### src/rtl/rl_iteration_sequencer_if.sv
// Interface bundling the control and status signals between the RL iteration
// sequencer and its surroundings: the PE array, the ring, the force caches,
// broadcast_controller and motion_update_control.
//
// Signals (slave = sequencer side):
//   start, num_iterations, drain_cycles  run launch and its configuration
//   ref_wb_issued                        per-PE writeback-issued pulses
//   goto_next_ref                        broadcast_controller moved on; abort drain
//   all_reading_done, force_path_idle    idle conditions for motion update
//   mu_done                              motion update finished
//   iter_start, all_ref_wb_issued,
//   interconnect_empty,
//   motion_update_start                  sequencing outputs
//   iter_count, busy, done, timeout_err  status
interface rl_iteration_sequencer_if #(
  parameter int NUM_CELLS   = 64,
  parameter int ITER_WIDTH  = 16,
  parameter int DRAIN_WIDTH = $clog2(NUM_CELLS) + 1
);
  logic                   start;
  logic [ITER_WIDTH-1:0]  num_iterations;
  logic [DRAIN_WIDTH-1:0] drain_cycles;
  logic [NUM_CELLS-1:0]   ref_wb_issued;
  logic                   goto_next_ref;
  logic                   all_reading_done;
  logic                   force_path_idle;
  logic                   mu_done;

  logic                   iter_start;
  logic                   all_ref_wb_issued;
  logic                   interconnect_empty;
  logic                   motion_update_start;
  logic [ITER_WIDTH-1:0]  iter_count;
  logic                   busy;
  logic                   done;
  logic                   timeout_err;

  // Environment side: drives requests and idle indications, observes status.
  modport master (
    output start, num_iterations, drain_cycles, ref_wb_issued,
           goto_next_ref, all_reading_done, force_path_idle, mu_done,
    input  iter_start, all_ref_wb_issued, interconnect_empty,
           motion_update_start, iter_count, busy, done, timeout_err
  );

  // Sequencer side.
  modport slave (
    input  start, num_iterations, drain_cycles, ref_wb_issued,
           goto_next_ref, all_reading_done, force_path_idle, mu_done,
    output iter_start, all_ref_wb_issued, interconnect_empty,
           motion_update_start, iter_count, busy, done, timeout_err
  );
endinterface

### src/rtl/rl_iteration_sequencer.sv
// RL iteration sequencer: runs N force / motion-update iterations.
// Each iteration collects a ref_wb_issued pulse from every PE, waits a
// programmable ring drain window, then fires motion_update_start once reading,
// writeback and the interconnect are idle. After mu_done it either starts the
// next iteration or finishes. A watchdog flags a stall when no state change
// has happened for TIMEOUT_CYCLES cycles.
//
// Ports:
//   clk   clock
//   rst   asynchronous, active-low reset
//   bus   rl_iteration_sequencer_if.slave (see the interface for signal list)
module rl_iteration_sequencer #(
  parameter int NUM_CELLS      = 64,
  parameter int ITER_WIDTH     = 16,
  parameter int DRAIN_WIDTH    = $clog2(NUM_CELLS) + 1,
  parameter int TIMEOUT_CYCLES = 1048576
) (
  input logic                     clk,
  input logic                     rst,
  rl_iteration_sequencer_if.slave bus
);

  localparam int WD_WIDTH = $clog2(TIMEOUT_CYCLES) + 1;
  localparam logic [WD_WIDTH-1:0]    WD_LIMIT      = WD_WIDTH'(TIMEOUT_CYCLES - 1);
  localparam logic [DRAIN_WIDTH-1:0] DEFAULT_DRAIN = DRAIN_WIDTH'(NUM_CELLS);

  typedef enum logic [2:0] {
    IDLE,
    COLLECT,
    DRAIN,
    MU_WAIT,
    DONE
  } state_t;

  state_t                 state;
  logic [NUM_CELLS-1:0]   mask;
  logic [DRAIN_WIDTH-1:0] drain_cnt;
  logic [DRAIN_WIDTH-1:0] drain_len;
  logic [ITER_WIDTH-1:0]  target;
  logic [ITER_WIDTH-1:0]  iter_count;
  logic [WD_WIDTH-1:0]    wd_cnt;
  logic                   iter_start;
  logic                   all_ref;
  logic                   timeout_err;

  logic                   drain_end;
  logic                   mu_fire;
  logic [ITER_WIDTH-1:0]  iter_next;

  // End of the drain window; motion update may only start here and only if
  // every consumer of the ring has gone quiet.
  assign drain_end = (state == DRAIN) && (drain_cnt == drain_len);
  assign mu_fire   = drain_end && bus.all_reading_done && bus.force_path_idle;
  assign iter_next = iter_count + ITER_WIDTH'(1);

  // Every branch that changes state also clears wd_cnt, so the watchdog only
  // counts cycles spent in a single state. Later assignments in the case
  // statement override the watchdog defaults written above it.
  always_ff @(posedge clk or negedge rst) begin
    if (!rst) begin
      state       <= IDLE;
      mask        <= '0;
      drain_cnt   <= '0;
      drain_len   <= '0;
      target      <= '0;
      iter_count  <= '0;
      wd_cnt      <= '0;
      iter_start  <= 1'b0;
      all_ref     <= 1'b0;
      timeout_err <= 1'b0;
    end else begin
      iter_start <= 1'b0;

      if (state == IDLE || state == DONE) begin
        wd_cnt <= '0;
      end else if (wd_cnt == WD_LIMIT) begin
        timeout_err <= 1'b1;
      end else begin
        wd_cnt <= wd_cnt + WD_WIDTH'(1);
      end

      case (state)
        IDLE, DONE: begin
          if (bus.start) begin
            target      <= (bus.num_iterations == '0) ? ITER_WIDTH'(1) : bus.num_iterations;
            drain_len   <= (bus.drain_cycles == '0) ? DEFAULT_DRAIN : bus.drain_cycles;
            iter_count  <= '0;
            mask        <= '0;
            timeout_err <= 1'b0;
            iter_start  <= 1'b1;
            wd_cnt      <= '0;
            state       <= COLLECT;
          end
        end

        // Pulses arriving while the full mask is being acted on are dropped;
        // the mask is already complete at that point.
        COLLECT: begin
          if (&mask) begin
            drain_cnt <= '0;
            all_ref   <= 1'b1;
            wd_cnt    <= '0;
            state     <= DRAIN;
          end else begin
            mask <= mask | bus.ref_wb_issued;
          end
        end

        // Motion-update launch wins over a simultaneous goto_next_ref.
        DRAIN: begin
          if (mu_fire) begin
            drain_cnt <= '0;
            all_ref   <= 1'b0;
            wd_cnt    <= '0;
            state     <= MU_WAIT;
          end else if (drain_end || bus.goto_next_ref) begin
            mask      <= '0;
            drain_cnt <= '0;
            all_ref   <= 1'b0;
            wd_cnt    <= '0;
            state     <= COLLECT;
          end else begin
            drain_cnt <= drain_cnt + DRAIN_WIDTH'(1);
          end
        end

        MU_WAIT: begin
          if (bus.mu_done) begin
            iter_count <= iter_next;
            wd_cnt     <= '0;
            if (iter_next == target) begin
              state <= DONE;
            end else begin
              mask       <= '0;
              iter_start <= 1'b1;
              state      <= COLLECT;
            end
          end
        end

        default: begin
          state <= IDLE;
        end
      endcase
    end
  end

  assign bus.iter_start          = iter_start;
  assign bus.all_ref_wb_issued   = all_ref;
  assign bus.interconnect_empty  = drain_end;
  assign bus.motion_update_start = mu_fire;
  assign bus.iter_count          = iter_count;
  assign bus.busy                = (state != IDLE) && (state != DONE);
  assign bus.done                = (state == DONE);
  assign bus.timeout_err         = timeout_err;

endmodule

### src/flat_wrapper.sv
// flat-port wrapper written by rule: the top's interface ports become plain ports
module rl_iteration_sequencer_flat 
#(
  parameter int NUM_CELLS      = 64,
  parameter int ITER_WIDTH     = 16,
  parameter int DRAIN_WIDTH    = $clog2(NUM_CELLS) + 1,
  parameter int TIMEOUT_CYCLES = 1048576
)
  (clk, rst, bus_start, bus_num_iterations, bus_drain_cycles, bus_ref_wb_issued, bus_goto_next_ref, bus_all_reading_done, bus_force_path_idle, bus_mu_done, bus_iter_start, bus_all_ref_wb_issued, bus_interconnect_empty, bus_motion_update_start, bus_iter_count, bus_busy, bus_done, bus_timeout_err);
  rl_iteration_sequencer_if #(.NUM_CELLS(NUM_CELLS), .ITER_WIDTH(ITER_WIDTH), .DRAIN_WIDTH(DRAIN_WIDTH)) bus_i ();
  input logic clk;
  input logic rst;
  input wire logic [$bits(bus_i.start)-1:0] bus_start;
  input wire logic [$bits(bus_i.num_iterations)-1:0] bus_num_iterations;
  input wire logic [$bits(bus_i.drain_cycles)-1:0] bus_drain_cycles;
  input wire logic [$bits(bus_i.ref_wb_issued)-1:0] bus_ref_wb_issued;
  input wire logic [$bits(bus_i.goto_next_ref)-1:0] bus_goto_next_ref;
  input wire logic [$bits(bus_i.all_reading_done)-1:0] bus_all_reading_done;
  input wire logic [$bits(bus_i.force_path_idle)-1:0] bus_force_path_idle;
  input wire logic [$bits(bus_i.mu_done)-1:0] bus_mu_done;
  output wire logic [$bits(bus_i.iter_start)-1:0] bus_iter_start;
  output wire logic [$bits(bus_i.all_ref_wb_issued)-1:0] bus_all_ref_wb_issued;
  output wire logic [$bits(bus_i.interconnect_empty)-1:0] bus_interconnect_empty;
  output wire logic [$bits(bus_i.motion_update_start)-1:0] bus_motion_update_start;
  output wire logic [$bits(bus_i.iter_count)-1:0] bus_iter_count;
  output wire logic [$bits(bus_i.busy)-1:0] bus_busy;
  output wire logic [$bits(bus_i.done)-1:0] bus_done;
  output wire logic [$bits(bus_i.timeout_err)-1:0] bus_timeout_err;
  assign bus_i.start = bus_start;
  assign bus_i.num_iterations = bus_num_iterations;
  assign bus_i.drain_cycles = bus_drain_cycles;
  assign bus_i.ref_wb_issued = bus_ref_wb_issued;
  assign bus_i.goto_next_ref = bus_goto_next_ref;
  assign bus_i.all_reading_done = bus_all_reading_done;
  assign bus_i.force_path_idle = bus_force_path_idle;
  assign bus_i.mu_done = bus_mu_done;
  assign bus_iter_start = bus_i.iter_start;
  assign bus_all_ref_wb_issued = bus_i.all_ref_wb_issued;
  assign bus_interconnect_empty = bus_i.interconnect_empty;
  assign bus_motion_update_start = bus_i.motion_update_start;
  assign bus_iter_count = bus_i.iter_count;
  assign bus_busy = bus_i.busy;
  assign bus_done = bus_i.done;
  assign bus_timeout_err = bus_i.timeout_err;
  rl_iteration_sequencer #(.NUM_CELLS(NUM_CELLS), .ITER_WIDTH(ITER_WIDTH), .DRAIN_WIDTH(DRAIN_WIDTH), .TIMEOUT_CYCLES(TIMEOUT_CYCLES)) u_core (.clk(clk), .rst(rst), .bus(bus_i));
endmodule
### config.mk
export PLATFORM = sky130hd
export DESIGN_NAME = rl_iteration_sequencer_flat
export DESIGN_NICKNAME = d
export VERILOG_FILES = /design/src/rtl/rl_iteration_sequencer_if.sv /design/src/rtl/rl_iteration_sequencer.sv /design/src/flat_wrapper.sv
export SDC_FILE = /design/constraint.sdc
export NUM_CORES = 1
export LEC_CHECK = 0
export BUFFER_PORTS_ARGS = -buffer_cell sky130_fd_sc_hd__buf_2
export CORE_MARGIN = 3
export CORE_UTILIZATION = 55
export CTS_BUF_LIST = sky130_fd_sc_hd__clkbuf_8
export DETAILED_ROUTE_END_ITERATION = 8
export GPL_ROUTABILITY_DRIVEN = 0
export GPL_TIMING_DRIVEN = 0
export HOLD_SLACK_MARGIN = 0.06
export PLACE_DENSITY = 0.83
export SLEW_MARGIN = 20
export SYNTH_ARGS = -nofsm -noshare
export SYNTH_HDL_FRONTEND = slang
export SYNTH_SLANG_ARGS = --single-unit
### constraint.sdc
create_clock -name clk -period 6 [get_ports clk]
set_input_delay 1.2 -clock clk [delete_from_list [all_inputs] [get_ports clk]]
set_output_delay 1.2 -clock clk [all_outputs]
set_load 0.01 [all_outputs]
# Word level (Yosys, flattened, before mapping)
# Cells that the tools add are included.
dict set report totals {
  ff_bits 137
  inputBits 94
  out_inout_bits 23
  word_cells 94
}
dict set report op_classes {
  eq_ne 16
  n_mux 43
  bitwise_logic 1
  add_sub_neg 3
  n_reduce_logical 21
}
# op n
set ops {}
lappend ops {{two-way mux 64 bit} 6}
lappend ops {{one-hot mux 64 bit (4 select lines)} 1}
lappend ops {{two-way mux 21 bit} 7}
lappend ops {{one-hot mux 21 bit (4 select lines)} 1}
lappend ops {{OR 64 bit} 1}
lappend ops {{AND reduction 64 bit} 1}
lappend ops {{two-way mux 16 bit} 3}
lappend ops {{one-hot mux 16 bit (2 select lines)} 1}
lappend ops {{two-way mux 7 bit} 4}
lappend ops {{adder 21 x 1 -> 21 bit, second input constant} 1}
lappend ops {{equality test 21 x 20 -> 1 bit, second input constant} 1}
lappend ops {{two-way mux 3 bit} 6}
lappend ops {{adder 16 x 1 -> 16 bit, second input constant} 1}
lappend ops {{equality test 16 bit} 1}
lappend ops {{logical NOT 16 bit} 1}
lappend ops {{one-hot mux 7 bit (2 select lines)} 1}
lappend ops {{inequality test 2 bit, second input constant} 6}
lappend ops {{one-hot mux 3 bit (4 select lines)} 1}
lappend ops {{two-way mux 1 bit} 10}
lappend ops {{adder 7 x 1 -> 7 bit, second input constant} 1}
lappend ops {{equality test 7 bit} 1}
lappend ops {{logical NOT 7 bit} 1}
lappend ops {{AND reduction 7 bit} 1}
lappend ops {{equality test 3 x 2 -> 1 bit, second input constant} 2}
lappend ops {{15 further kinds} 24}

# Logic depth before layout (Yosys ltp)
# Gate-level depths: netlist of the first run.
dict set report depth {
  word_depth 6
  ltp_mapped 10
  depth_no_buf 8
}

# Worst setup path after synthesis of the first run
# OpenSTA, ideal clock, no wires.
dict set report synth_timing {
  path_kind {in2out}
  start {input port bus_force_path_idle}
  end {output port bus_motion_update_start}
  path_buffers 0
  path_stages 3
  t_arrival_ps 1570
  t_required_ps 4800
  slack_ps 3230
  path_cell_list {and2_0 -> nand4b_1 -> inv_1}
}
dict set report synth_between {
  elab_chain_cells 1
}
# item line_no
set synth_lines {}
lappend synth_lines {{start: declaration} flat_wrapper.sv:19} ;# input wire logic [$bits(bus_i.force_path_idle)-1:0] bus_force_path_idle;
lappend synth_lines {{logical AND 1 bit} rl_iteration_sequencer.sv:53} ;# assign mu_fire = drain_end && bus.all_reading_done && bus.force_path_idle;
lappend synth_lines {{end: declaration} flat_wrapper.sv:24} ;# output wire logic [$bits(bus_i.motion_update_start)-1:0] bus_motion_update_start;
# No other way between the ends.

# Worst setup path after layout of the first run
dict set report layout_timing {
  start {register u_core.state[1]}
  end {output port bus_motion_update_start}
}
dict set report layout_between {
  elab_chain_cells 4
}
# item line_no
set layout_lines {}
lappend layout_lines {{start: declaration} rl_iteration_sequencer.sv:35} ;# state_t state;
lappend layout_lines {{start signal: assignment} rl_iteration_sequencer.sv:61} ;# state <= IDLE;
lappend layout_lines {{start signal: assignment} rl_iteration_sequencer.sv:92} ;# state <= COLLECT;
lappend layout_lines {{start signal: assignment} rl_iteration_sequencer.sv:103} ;# state <= DRAIN;
lappend layout_lines {{equality test 3 x 2 -> 1 bit} rl_iteration_sequencer.sv:52} ;# assign drain_end = (state == DRAIN) && (drain_cnt == drain_len);
lappend layout_lines {{logical AND 1 bit} rl_iteration_sequencer.sv:52}
lappend layout_lines {{logical AND 1 bit (2 in series)} rl_iteration_sequencer.sv:53}
# No other way between the ends.

==> metrics, run 1 <==
highest cell delay on the worst timing path 0.33 ns; number of port buffers around 120; Synth area leaders dfrtp_1 45%, a211oi_2 9.8%, o211ai_1 6.4%; Distinct cells, synth 61; grt ovf 0; Switching Fraction 36.9%; Initial DRC Count ~410; Clock Power Share ~22%; layout cells sized above 1 between 30% and 40%; final setup violation count 0; Max Cap Viol 0; drt drc 0; Yosys top cell area share 44.7%; final-layout fill cell count roughly 1100; 1st-pass router iterations 4; hold-fix buffers at CTS 0; CP startpoint kind flop; register share of total power just under 40%; Worst-path clk slew ~0.07 ns; unrepaired setup endpoints after global routing false; Syn Area/Cell 10.1 sq um; period utilisation layout a little over half; top cells by count, synth 137 x dfrtp_1, 71 x inv_1, 65 x o211ai_1; minimum clock period 3.20 ns; Crit path arrival time about 2.0 ns; clk_skew ~0.0094 ns; global-route wire length before repair between 20000 and 30000 um; Gate Count Post-Synth around 760; initial antenna violation count 0; FMAX about 310 MHz; Comb pwr share approximately 40%; # Post-CTS Setup Buffers 0; CTS Buf Count 17; Initial Utilization between 50% and 60%; VDD IR-drop max 0.227 mV; vias in the first global route a little under 6000; Rel. slew slack 53.4%; outcome complete, no violations; area added between synthesis and finish 16.4%; Core Region roughly 13000 sq um; sequential share of the synthesized area 44.7%; Clk Latency, worst-skew pair about 0.46 ns; Nets ~990; largest net degree at the start of global routing between 90 and 100; Post-DP HPWL ~13000 um; Die Ht around 120 um; Final Util around two thirds; Post-synth EDFFs 0; Syn. warnings 0; critical path class reg -> out; Reg area 3430 sq um; max-slew violations 0; final wirelength 17900 um; num rows 42; cell with the most instances after synthesis dfrtp_1; CTS sink cnt around 140; #FFs+latches synth between 100 and 150; synthesized net count 856; chip width ~120 um; Critical Path Most Common Cell buf_2; Max FO, Critical Path 10; worst min path class reg -> reg; Via density 5.71; clock root cell clkbuf_8; routed via count around 6200; num ports 117; Avg WL per Cell between 15 and 20 um; power per cell area approximately 400 nW/um^2; setup_tns 0 ns; CP cell instances buf_2 > nor2b_1 > nand2_1 > nand4b_1 > inv_1 > buf_2; clk buf depth 2; Crit-path slowest cell dfrtp_1; ys async rst share 100%; top_reg_cell synth dfrtp_1; Hold Vio Cnt, Final 0; Post-Syn Area ~7700 sq um; Gates resized, CTS repair 0; die footprint approximately 15000 sq um; hold_ws 0.503 ns; post-synth top area cell dfrtp_1; worst slew pin tran between 0.6 and 0.7 ns; CTS tree built; multi-input logic area approximately 3700 sq um; crit end category output pin; Leak 4.19 nW; CP required 4.80 ns; antenna-violating nets left 0; GR Util All Layers roughly 24%; Internal approximately 2.3 mW; H-tree Lvls 4; Inserted Diodes 0; switching power approximately 1.3 mW
[layer usage]
metal	global-route usage, %	part of all wire [%]
met5	0	0
met2	38.5	47
met3	6.90	6.0
met4	6.98	1.4
met1	33.3	45
[power by group through the flow]
stage	clock network [mW]	registers, mW	logic (mW)
after global routing	0.865	1.45	1.59
after detailed placement	0	1.42	1.43
after CTS	0.818	1.41	1.44
final	0.807	1.42	1.43
after floorplan	0	1.37	1.14
after global placement	0	1.41	1.38
[cell families (layout without fill, tap and decap cells)]
logic type / count (synthesis) / count (layout) / share of synthesized area [%]
AND/OR/NAND/NOR: 221 / 221 / 16.3
AO/OA/AOI/OAI: 203 / 203 / 22.7
flip-flops: 137 / 137 / 44.7
buffers and inverters: 124 / 273 / 7.09
XOR/XNOR: 49 / 49 / 5.59
multiplexers: 22 / 22 / 3.21
adder cells (fa/ha/maj): 3 / 3 / 0.489
[cells in the final DEF, fill, tap and decap left out, types with 3 or more instances in the layout]
master / netlist / layout
o211ai_1: 65 / 65
nand3_1: 22 / 22
dfrtp_1: 137 / 137
buf_6: 6 / 6
clkbuf_1: 23 / 23
a21oi_1: 11 / 11
nand4_1: 38 / 38
and4_1: 6 / 6
mux2_2: 21 / 21
and3_1: 7 / 7
bufinv_16: 0 / 4
clkinvlp_4: 0 / 4
and2_1: 8 / 8
clkbuf_8: 0 / 17
o31ai_1: 7 / 7
nor2_1: 50 / 50
xor2_1: 24 / 24
a211oi_1: 5 / 5
inv_1: 71 / 72
buf_2: 20 / 135
nand2b_1: 7 / 7
o21ai_0: 35 / 35
nor4_2: 4 / 4
ha_1: 3 / 3
nand2_1: 38 / 38
nor3_1: 6 / 6
o21ai_1: 3 / 3
nor4_1: 12 / 12
a211oi_2: 60 / 60
clkinv_2: 0 / 6
nor2b_1: 3 / 3
xnor2_1: 25 / 25
[metrics by stage]
step	worst slack, ns	power, mW	instance area (sq um)	cells
after floorplan	3.23	2.51	7670	759
after global placement	1.86	2.79	8480	1051
after detailed placement	2.96	2.85	8510	1052
after CTS	2.78	3.67	8930	1084
after global routing	2.66	3.90	8930	1084
final	2.80	3.65	8930	1084
[state kept, by name, indices dropped and copies added (netlist names)]
register and flops:
u_core.mask 64, u_core.wd_cnt 21, u_core.bus.iter_count 16, u_core.target 16
u_core.drain_cnt 7, u_core.drain_len 7, u_core.state 3, u_core.bus.all_ref_wb_issued 1
u_core.bus.iter_start 1, u_core.bus.timeout_err 1
[worst max-delay path: cells and delay by family (launching register included)]
kind	cells	cell delay [ns]
flops	1	0.33
buf+inv	3	0.52
simple gates	3	0.70
[worst paths after layout]
kind	slack, ns	cells after the start	startpoint	end
max	2.80	6	u_core.state[1]	bus_motion_update_start
min	0.50	1	u_core.bus.timeout_err	u_core.bus.timeout_err
min in group asynchronous	0.61	1	rst	u_core.mask[24]
max in group asynchronous	4.61	2	rst	u_core.wd_cnt[8]
max reg2reg	2.92	10	u_core.bus.iter_count[0]	u_core.mask[0]
min reg2reg	0.50	1	u_core.bus.timeout_err	u_core.bus.timeout_err
[area by class of cell]
class	instances	share of cell area (%)
multi-input cells	498	41.5
flip-flops and latches	137	38.4
repair buffers	117	6.92
plain buffers	53	3.11
inverters	71	2.98
clock buffers	17	2.62
well taps	176	2.47
clock inverters	15	2.06
(Power assumes the default switching activity.)
==> run 2, diff against run 1 <==
- CORE_UTILIZATION: 55 -> 54
- PLACE_DENSITY: 0.83 -> 0.84
- clock period: 6 -> 2.6 ns (I/O delays scaled with it)
==> run 2 against run 1 <==
Effect of this change: non-clock buffer count rose by 20; cell count rose by 1.9%; wire length rose by 10%; sequential share of layout area fell by 1.9 points; utilization rose by 2.9 points; clock skew rose by 0.0032 ns; critical path depth rose by 2; power rose by 140%; hold slack got worse by 0.19 ns; count of clock-buffer cells in the layout did not move; critical path type is now reg -> reg; largest cell class unchanged; largest power group unchanged.
==> metrics, run 2 (synthesized netlist as in run 1, its figures left out) <==
outcome complete, no violations; CTS Buf Count 17 (unchanged); num rows 42 (unchanged); r2r setup slk 0.01 ns (-2.91 ns); grt ovf 0 (unchanged); Core Region 13600 sq um (+0.78%); Avg WL per Cell 17.9 um (+8.3%); r2r endpoint u_core.mask[34]; FMAX 387 MHz; Crit-path slowest cell or3_4; drt drc 0 (unchanged); CP required 2.93 ns (-1.87 ns); critical path class reg -> reg; chip width 125 um (+0.87%); most frequent cells in the layout 134 x dfrtp_1, 132 x buf_2, 71 x inv_1; CP delay by family, top simple AND/OR/NAND/NOR gates; clk_skew 0.0126 ns (+0.00317 ns); Inserted Diodes 0 (unchanged); vias in the first global route 6365 (+6.8%); Reg area 3430 sq um (+0.11%); power per cell area 947 nW/um^2 (+130%); Hold Path Depth 2 (+1); 1st-pass router iterations 7 (+3); clk buf depth 2 (unchanged); minimum clock period 2.59 ns; worst slew pin tran 0.727 ns (+0.0325 ns); highest cell delay on the worst timing path 0.47 ns (+0.14 ns); Largest regs u_core.mask (64), u_core.wd_cnt (21); multi-input logic area 3930 sq um (+6.0%); layout cells sized above 1 35.8% (+5.8 points); period utilisation layout 99.5%; Worst-path clk slew 0.08 ns (about the same); antenna-violating nets left 0 (unchanged); crit end category flop; CP startpoint kind flop; final std cells w/o fill 1105 (+1.9%); CTS tree built; CP cell instances buf_4 > nand4_4 > or3_4 > o31ai_4 > nand4_4 > buf_4 > o211ai_1 > a211oi_2; Initial DRC Count 548 (+33%); largest net degree at the start of global routing 81 (-17%); final-layout fill cell count 1011 (-5.0%); CP bufs+invs 2 (-1); Crit path arrival time 2.91 ns (+0.91 ns); setup_tns 0 ns (unchanged); most flop-heavy register u_core.mask; initial antenna violation count 0 (unchanged); GR Util All Layers 24.7% (+0.25 points); Worst Hold Launch bus_num_iterations[3]; worst hold endpoint u_core.target[3]; Hold Vio Cnt, Final 0 (unchanged); H-tree Lvls 4 (unchanged); Clk Latency, worst-skew pair 0.45 ns (about the same); clock root cell clkbuf_8; commonest non-fill, non-tap cell in the layout dfrtp_1; CTS sink cnt 137 (unchanged); R2R Path Start u_core.bus.iter_count[5]; post-route cell area 9400 sq um (+5.2%); VDD IR-drop max 0.599 mV (+160%); final setup violation count 0 (unchanged); final wirelength 19800 um (+10%); placed cell count 1052 (unchanged); Rel. slew slack 51.2% (-2.2 points); placed standard-cell area 8530 sq um (+0.16%); routed via count 6589 (+6.4%); worst r2r path cells 8 (-2); Nets 1013 (+2.1%); max reg flops 64 (unchanged); max-slew violations 0 (unchanged); Post-DP HPWL 13300 um (+4.1%); global-route wire length before repair 31500 um (+7.8%); Max Cap Viol 0 (unchanged); area added between synthesis and finish 22.5%; number of port buffers 116 (unchanged); Initial Utilization 56.6% (-0.44 points); worst min path class in -> reg; Via density 5.96 (+4.4%); Die Ht 125 um (+0.87%); Max FO, Critical Path 10 (unchanged); num ports 117 (unchanged); Leak 4.41 nW (+5.3%); die footprint 15700 sq um (+1.8%)
-- run 2: changes by cell type in the layout (fill, tap and decap cells not counted), moves of 4 or more --
cell	previous run	this run
clkbuf_4	0	6
nand3_1	22	18
buf_4	2	16
buf_6	6	17
clkbuf_1	23	10
nor4_4	0	4
-- run 2: routing by layer --
| layer | up-vias | wire length [um] | track usage (%) |
|---|---|---|---|
| met5 | - | 0 | 0 |
| met4 | 0 | 485 | 8.23 |
| met3 | 44 | 1340 | 6.27 |
| met2 | 254 | 9520 | 38.8 |
| met1 | 3210 | 8420 | 33.7 |
| li1 | 3081 | - | - |
-- run 2: cell type report --
cell class / count / share of cell area (%)
Sequential cell: 137 / 36.5
Clock buffer: 17 / 2.49
Multi-Input combinational cell: 499 / 41.8
Buffer: 52 / 3.87
Clock inverter: 15 / 1.64
Timing Repair Buffer: 138 / 8.55
Tap cell: 176 / 2.34
Inverter: 71 / 2.84
-- run 2: how the worst max path moves through the flow --
stage / startpoint / to / cells past startpoint
detailed placement: u_core.bus.iter_count[0] / u_core.mask[0] / 10
global route: u_core.bus.iter_count[5] / u_core.mask[55] / 11
finish: u_core.bus.iter_count[5] / u_core.mask[34] / 8
CTS: u_core.bus.iter_count[5] / u_core.mask[55] / 8
global placement: rst / u_core.wd_cnt[2] / 1
floorplan: u_core.bus.iter_count[0] / u_core.mask[0] / 9
-- run 2: power breakdown --
part	leakage [nW]	internal (mW)	switching, mW
logic	2.66	1.83	2.07
registers	1.57	2.76	0.530
clock network	0.181	0.849	0.865
total	4.41	5.44	3.46
-- run 2: what timing repair did --
action,CTS,global route
endpoints found under the hold margin,57,0
resized for setup,23,76
hold buffers,1,0
setup endpoints to repair,68,86
buffers inserted,10,7
cloned,1,3
pin swaps,11,19
-- run 2: worst reg2reg max path, delay by kind of cell, from the launching register on --
| family | cells | cell delay, ns |
|---|---|---|
| simple gates | 3 | 0.94 |
| flops | 1 | 0.38 |
| compound gates | 3 | 0.71 |
| buf+inv | 2 | 0.45 |
-- run 2: through the flow --
step	hold slack (ns)	setup slack [ns]	utilization (%)	total power [mW]
2_1_floorplan	0.224	0.0249	-	5.79
3_3_place_gp	0.485	-0.878	62.6	6.45
3_5_place_dp	0.477	-0.453	62.9	6.62
4_1_cts	0.300	0.00587	67.1	8.56
5_1_grt	0.304	-0.0661	69.3	9.44
6_report	0.315	0.0128	69.3	8.90
==> run 3, diff against run 2 <==
==> constraint.sdc (replaced) <==
create_clock -name clk -period 2.6 [get_ports clk]
set_input_delay 0.26 -clock clk [delete_from_list [all_inputs] [get_ports clk]]
set_output_delay 0.26 -clock clk [all_outputs]
set_load 0.01 [all_outputs]
==> run 3 against run 2 <==
Effect of this change: design area rose by 1.6%; utilization rose by 1.1 points; critical endpoint unchanged; critical path type unchanged; the flow now finishes with violations (setup timing); flip-flop and latch count did not move; count of clock-buffer cells in the layout did not move.
==> metrics, run 3 (synthesized netlist as in run 1, its figures left out) <==
grt ovf 0 (unchanged); CTS sink cnt 137 (unchanged); Inserted Diodes 0 (unchanged); max reg flops 64 (unchanged); Core Region 13600 sq um (unchanged); Hold Vio Cnt, Final 0 (unchanged); Avg WL per Cell 17.9 um (+0.27%); area added between synthesis and finish 24.4%; 1st-pass router iterations 8 (+1); CP required 2.92 ns (about the same); H-tree Lvls 4 (unchanged); clock root cell clkbuf_8; VDD IR-drop max 0.599 mV (about the same); Rel. slew slack 51.3% (about the same); DR WL met2 9820 um (+3.1%); commonest non-fill, non-tap cell in the layout buf_2; unrepaired setup endpoints after global routing true; final wirelength 20100 um (+1.8%); CTS tree built; routed via count 6655 (+1.0%); placed cell count 1052 (unchanged); layout cells sized above 1 35.2% (-0.64 points); num rows 42 (unchanged); drt drc 0 (unchanged); routed length on met3 1310 um (-2.8%); clk_skew 0.0131 ns (+0.000520 ns); Via density 5.93 (-0.53%); period utilisation layout 101% (+1.6 points); GR Util All Layers 25.1% (+0.36 points); most flop-heavy register u_core.mask; chip width 125 um (unchanged); antenna-violating nets left 0 (unchanged); initial antenna violation count 0 (unchanged); Final Util 70.4% (+1.1 points); FMAX 380 MHz (-1.6%); worst slew pin tran 0.727 ns (-0.000426 ns); Post-DP HPWL 13300 um (unchanged); Initial Utilization 56.6% (unchanged); final worst slack -0.0300 ns (-0.0429 ns); worst min path class in -> reg; Reg area 3430 sq um (unchanged); power per cell area 934 nW/um^2 (-1.4%); clk buf depth 2 (unchanged); total chip power 8.91 mW (+0.18%); Nets 1030 (+1.7%); Die Ht 125 um (unchanged); Largest regs u_core.mask (64), u_core.wd_cnt (21); die footprint 15700 sq um (unchanged); multi-input logic area 3920 sq um (-0.22%); Met1 Wirelength 8550 um (+1.5%); CP startpoint kind flop; num ports 117 (unchanged); final setup violation count 7 (+7); placed standard-cell area 8530 sq um (unchanged); DR top layer met4; Crit path arrival time 2.95 ns (+0.04 ns); Leak 4.46 nW (+1.1%); Worst-path clk slew 0.08 ns (about the same); vias in the first global route 6459 (+1.5%); most frequent cells in the layout 136 x buf_2, 134 x dfrtp_1, 71 x inv_1; number of port buffers 116 (unchanged); dpl ws -0.453 ns (unchanged); crit end category flop; outcome finished with violations; Max FO, Critical Path 10 (unchanged); hold_ws 0.0791 ns (-0.236 ns); final-layout fill cell count 975 (-3.6%); violated checks setup timing; Clk Latency, worst-skew pair 0.45 ns (about the same); final std cells w/o fill 1122 (+1.5%); critical path class reg -> reg; largest net degree at the start of global routing 81 (unchanged); setup_tns -0.0982 ns (-0.0982 ns); CTS Buf Count 17 (unchanged); max-slew violations 0 (unchanged); post-route cell area 9550 sq um (+1.6%); Initial DRC Count 646 (+18%); Max Cap Viol 0 (unchanged); minimum clock period 2.63 ns (+0.0429 ns); global-route wire length before repair 31900 um (+1.3%)
[run 3: timing repair]
action                                  in CTS  in global routing
gates resized for setup                     23                 71
hold buffers                                17                  0
gates cloned                                 1                  3
pin swaps                                   11                 19
setup buffers                               10                  8
endpoints found under the hold margin       73                  0
endpoints found under the setup margin      68                 85
[run 3: power by group]
| group | internal, mW | switching [mW] | total [mW] |
|---|---|---|---|
| Sequential | 2.76 | 0.532 | 3.29 |
| Combinational | 1.84 | 2.06 | 3.90 |
| Clock | 0.850 | 0.869 | 1.72 |
[run 3: path summary, 6_finish.rpt]
kind                                     startpoint                       end  slack [ns]  depth (start not counted)
max                        u_core.bus.iter_count[5]           u_core.mask[34]       -0.03                          8
min                           bus_num_iterations[6]          u_core.target[6]        0.08                          2
max reg2reg                u_core.bus.iter_count[5]           u_core.mask[34]       -0.03                          8
min reg2reg                     u_core.drain_cnt[6]       u_core.drain_cnt[6]        0.50                          1
max in group asynchronous                       rst  u_core.bus.iter_count[1]        1.51                          3
min in group asynchronous                       rst           u_core.mask[20]        0.32                          2
[run 3: layout make-up]
class / instances / area share [%]
Buffer: 52 / 3.77
Clock buffer: 17 / 2.45
Clock inverter: 15 / 1.61
Inverter: 71 / 2.79
Multi-Input combinational cell: 499 / 41.0
Sequential cell: 137 / 36.0
Tap cell: 176 / 2.31
Timing Repair Buffer: 155 / 10.1
[run 3: critical path, stage by stage (launching register included)]
cell and delay [ns]:
dfrtp_1 0.40, buf_6 0.16, nand4_4 0.17, or3_4 0.48, o31ai_4 0.38, nand4_4 0.29, buf_4 0.27, o211ai_1 0.23
a211oi_2 0.11
[run 3: metal layers]
layer / up-vias / track usage (%)
li1: 3110 / -
met1: 3249 / 33.7
met2: 250 / 39.6
met3: 46 / 6.40
met4: 0 / 8.93
met5: - / 0
